$ cat src/rtl/serial_adder_ctrl.sv
// Bit-serial ripple adder: one full-adder cell plus a carry flip-flop, LSB first.
// Define SERIAL_ADDER_OVF_EN to add the registered signed-overflow output ovf.
module serial_adder_ctrl #(
    parameter int WIDTH = 8
) (
    input  logic             clk,
    input  logic             rst_n,
    input  logic             start,
    input  logic [WIDTH-1:0] a,
    input  logic [WIDTH-1:0] b,
    input  logic             cin,
    output logic             busy,
    output logic             done,
    output logic [WIDTH-1:0] sum,
`ifdef SERIAL_ADDER_OVF_EN
    output logic             cout,
    output logic             ovf
`else
    output logic             cout
`endif
);

    localparam int CW = $clog2(WIDTH + 1);

    localparam logic [1:0] S_IDLE = 2'd0;
    localparam logic [1:0] S_RUN  = 2'd1;
    localparam logic [1:0] S_DONE = 2'd2;

    localparam logic [CW-1:0] LAST_CNT = CW'(WIDTH - 1);

    logic [1:0]       state_reg;
    logic [WIDTH-1:0] ra_reg;
    logic [WIDTH-1:0] rb_reg;
    logic [WIDTH-1:0] res_reg;
    logic [WIDTH-1:0] res_next;
    logic             c_reg;
    logic [CW-1:0]    cnt_reg;
    logic [WIDTH-1:0] sum_reg;
    logic             cout_reg;
    logic             bit_s;
    logic             carry_next;
    logic             load;

    // Full-adder cell fed by the operand LSBs and the carry flip-flop
    assign bit_s      = ra_reg[0] ^ rb_reg[0] ^ c_reg;
    assign carry_next = (ra_reg[0] & rb_reg[0]) | (ra_reg[0] & c_reg) | (rb_reg[0] & c_reg);

    // Result shifts right; each new sum bit enters at the MSB
    genvar gi;
    generate
        for (gi = 0; gi < WIDTH; gi++) begin : g_res
            if (gi == WIDTH - 1) begin : g_top
                assign res_next[gi] = bit_s;
            end else begin : g_mid
                assign res_next[gi] = res_reg[gi+1];
            end
        end
    endgenerate

    assign load = start && ((state_reg == S_IDLE) || (state_reg == S_DONE));

`ifdef SERIAL_ADDER_OVF_EN
    logic ovf_reg;
`endif

    always_ff @(posedge clk) begin
        if (!rst_n) begin
            state_reg <= S_IDLE;
            ra_reg    <= '0;
            rb_reg    <= '0;
            res_reg   <= '0;
            c_reg     <= 1'b0;
            cnt_reg   <= '0;
            sum_reg   <= '0;
            cout_reg  <= 1'b0;
`ifdef SERIAL_ADDER_OVF_EN
            ovf_reg   <= 1'b0;
`endif
        end else if (load) begin
            ra_reg    <= a;
            rb_reg    <= b;
            c_reg     <= cin;
            cnt_reg   <= '0;
            state_reg <= S_RUN;
        end else begin
            case (state_reg)
                S_RUN: begin
                    c_reg   <= carry_next;
                    ra_reg  <= ra_reg >> 1;
                    rb_reg  <= rb_reg >> 1;
                    res_reg <= res_next;
                    cnt_reg <= cnt_reg + 1'b1;
                    if (cnt_reg == LAST_CNT) begin
                        sum_reg   <= res_next;
                        cout_reg  <= carry_next;
`ifdef SERIAL_ADDER_OVF_EN
                        // c_reg here is the carry into the MSB cell
                        ovf_reg   <= c_reg ^ carry_next;
`endif
                        state_reg <= S_DONE;
                    end
                end
                S_DONE:  state_reg <= S_IDLE;
                default: state_reg <= S_IDLE;
            endcase
        end
    end

    assign busy = (state_reg == S_RUN);
    assign done = (state_reg == S_DONE);
    assign sum  = sum_reg;
    assign cout = cout_reg;
`ifdef SERIAL_ADDER_OVF_EN
    assign ovf  = ovf_reg;
`endif

endmodule
$ cat config.mk
export PLATFORM = sky130hd
export DESIGN_NAME = serial_adder_ctrl
export DESIGN_NICKNAME = d
export VERILOG_FILES = /design/src/rtl/serial_adder_ctrl.sv
export SDC_FILE = /design/constraint.sdc
export NUM_CORES = 1
export LEC_CHECK = 0
export ABC_AREA = 1
export BUFFER_PORTS_ARGS = -buffer_cell sky130_fd_sc_hd__buf_2
export CELL_PAD_IN_SITES_DETAIL_PLACEMENT = 0
export CELL_PAD_IN_SITES_GLOBAL_PLACEMENT = 1
export CORE_ASPECT_RATIO = 1.75
export CORE_MARGIN = 4
export CORE_UTILIZATION = 39
export DETAILED_ROUTE_END_ITERATION = 16
export GPL_TIMING_DRIVEN = 1
export HOLD_SLACK_MARGIN = 0.15
export PLACE_DENSITY = 0.82
export SKIP_CTS_REPAIR_TIMING = 1
export SLEW_MARGIN = 40
export SYNTH_ARGS = -nofsm -noshare
export SYNTH_HDL_FRONTEND = slang
export SYNTH_SLANG_ARGS = --single-unit
$ cat constraint.sdc
create_clock -name clk -period 1.5 [get_ports clk]
set_input_delay 0.3 -clock clk [delete_from_list [all_inputs] [get_ports clk]]
set_output_delay 0.3 -clock clk [all_outputs]
set_load 0.03 [all_outputs]
==> key figures <==
Outcome
  • Status: completed

Timing
  • RSZ-0062 raised after global routing: no
  • Clock skew: between 0.004 and 0.005 ns
  • TNS Setup: 0 ns
  • Max-slew violation count: 0
  • Worst slew pin tran: 0.2782 ns
  • Slew HR: 81.38%
  • Min cycle time layout: 1.440 ns
  • Final hold vios: 0
  • Fin crit share: 95.97%
  • Fmax: 0.6946 GHz
  • Hold WS: 0.2307 ns
  • Setup violators final: 0

CTS
  • Htree depth: 2
  • CTS tree: built
  • Clock Tree Buf Depth: 2
  • CTS root buffer: clkbuf_8
  • Reg clk slew, reported paths: roughly 0.070 ns
  • CTS buffer count: 5
  • Clk sink count: 39
  • Clock Latency Late Sink: about 0.29 ns

Die
  • Starting Density: 40.25%
  • Num rows: 32
  • Core box area: 4364 sq um
  • Die height: around 97 um
  • IO Pins: 31
  • Die Footprint: 5685 sq um
  • Die Width: 58.74 um

Synth
  • Flops & latches, synth: 39
  • Post-synth top cells: nand2_1, dfxtp_1, nor2_1, inv_1, nand3_1
  • Most common cell in the netlist: nand2_1
  • Yosys Warn Count: 0
  • Mapped Nets: about 260
  • Area share of the largest cell type after synthesis: 44.44%
  • Avg Inst Size Synth: 7.259 sq um
  • Post-synth top flop: dfxtp_1
  • Asr flop ratio synth: 0%
  • Synth area leader: dfxtp_1
  • Cell Area, Synth: 1757 sq um
  • Post-synth cell types: 23
  • Post-synth EDFFs: 0
  • Syn Inst Count: 242
  • Seq/Total Area, Yosys: 44.44%
  • Synth top area cells: dfxtp_1, nand2_1, nand3_1

Drt
  • Drt pass-1 iters: 4
  • DRC Markers: 0
  • WL final: 3513 um
  • Antenna Nets Post-Route: 0
  • DR iter-0 viols: 8
  • Via count: 1,545
  • Routed vias/inst: 4.710
  • Routed len/inst: approximately 11 um

Layout
  • Non-Filler Instances: 328
  • Share of layout cells above drive strength 1: around a fifth
  • Final nets: 298
  • Number of diodes: 0
  • Area added between synthesis and finish: 16.10%

Critical path
  • Worst reg2reg startpoint: cnt_reg[0]
  • Crit-path leading delay family: buffers and inverters
  • R2r setup slk: roughly 0.17 ns
  • End of the worst register-to-register path: cout
  • Crit path largest cell delay: between 0.3 and 0.4 ns
  • Reg2Reg Depth: 6
  • Buf/Inv on CP: 2
  • Crit-path cells: buf_4 -> nor2_1 -> buf_4
  • Worst EP arrival: 1.14 ns
  • CP most frequent cell: buf_4
  • Slowest CP cell: dfxtp_1
  • Startpoint Class: register
  • Crit Path Max Fanout: 9
  • Path type of the worst setup path: register to primary output
  • CP Capture Type: primary output
  • CP required: 1.20 ns

Global routing
  • GRT Util Overall: 13.93%
  • Vias in the first global route: roughly 1,500
  • Initial antenna violation count: 0
  • Largest net degree at the start of global routing: 29
  • First-pass GRT wire length: 6154 um
  • Congestion Overflow GR: 0

Placed design
  • IO buf count: 30
  • HPWL Detailed: 2560 um
  • Placed Cells: between 300 and 400
  • Routability Congestion: 0.7422

Flow run
  • Number of max-cap violations: 0

Power
  • Pwr Total: 2.120 mW
  • Leak: 0.9886 nW
  • Power Density: 1040 nW/um^2
  • Maximum VDD drop: ~0.00068 V

Hold path
  • Hold Crit Start: a[7]
  • Endpoint, Worst Hold: ra_reg[7]
  • Worst min path class: input port to register
  • Worst hold path stage count: 3
layer usage:
metal	vias up	share of wire, %	track usage (%)
met4	0	2.0	5.759
met1	687	40	14.95
met3	6	4.7	3.605
met2	27	53	24.62
li1	825	-	-
met5	-	0	0
layout make-up:
type                       instances  area (sq um)
fill                             485          2325
clock inverter                     3         15.01
timing repair buffer              38         215.2
inverter                          33         128.9
clock buffer                       5         68.82
sequential                        39         782.0
multi-input combinational        159         765.7
tap                               51         63.81
placed cells by master, fill, tap and decap left out, types with 2 or more instances in the layout:
master and count:
a21oi_1 15, buf_2 28, buf_4 9, clkbuf_8 5, clkinv_2 3, dfxtp_1 38
inv_1 30, inv_4 2, nand2_1 47, nand3_1 28, nor2_1 37, o21ai_0 18
o21ai_1 5
worst register-to-register path: cells and delay by family, from the launching register on:
kind | cells | cell delay (ns)
adder cells (fa/ha/maj) | 1 | 0.20
flip-flops | 1 | 0.36
AND/OR/NAND/NOR | 4 | 0.60
buffers and inverters | 1 | 0.09
through the flow:
| stage | setup WS (ns) | cell area, sq um | util (%) |
|---|---|---|---|
| global placement | 0.2328 | 1927 | 44.15 |
| detailed placement | 0.1645 | 1927 | 44.15 |
| floorplan | 0.3048 | 1757 | - |
| finish | 0.06038 | 2039 | 46.73 |
| global route | 0.0002119 | 2039 | 46.73 |
| CTS | 0.01351 | 2011 | 46.07 |
how the worst max path moves through the flow:
stage / start / slack, ns / to / cells past startpoint
final: state_reg[0] / 0.06 / done / 3
after global routing: state_reg[0] / 0.0002 / done / 3
after CTS: state_reg[1] / 0.01 / done / 3
after detailed placement: cnt_reg[1] / 0.16 / cout / 6
after global placement: state_reg[0] / 0.23 / cout / 6
after floorplan: state_reg[1] / 0.30 / done / 2
where the power goes:
part / total (mW) / internal, mW / switching [mW]
clock: 0.684 / 0.318 / 0.366
combinational: 0.303 / 0.119 / 0.183
sequential: 1.13 / 1.10 / 0.0350
logic make-up (layout without fill, tap and decap cells):
group,Yosys count,in the layout,synth area share [%]
AOI/OAI and AO/OA,39,39,11.54
adders and majority gates,2,2,1.852
DFF,39,39,44.44
and+or+nand+nor,118,118,30.20
buffers and inverters,44,79,11.97
No activity file was read; power rests on OpenSTA's default activity.
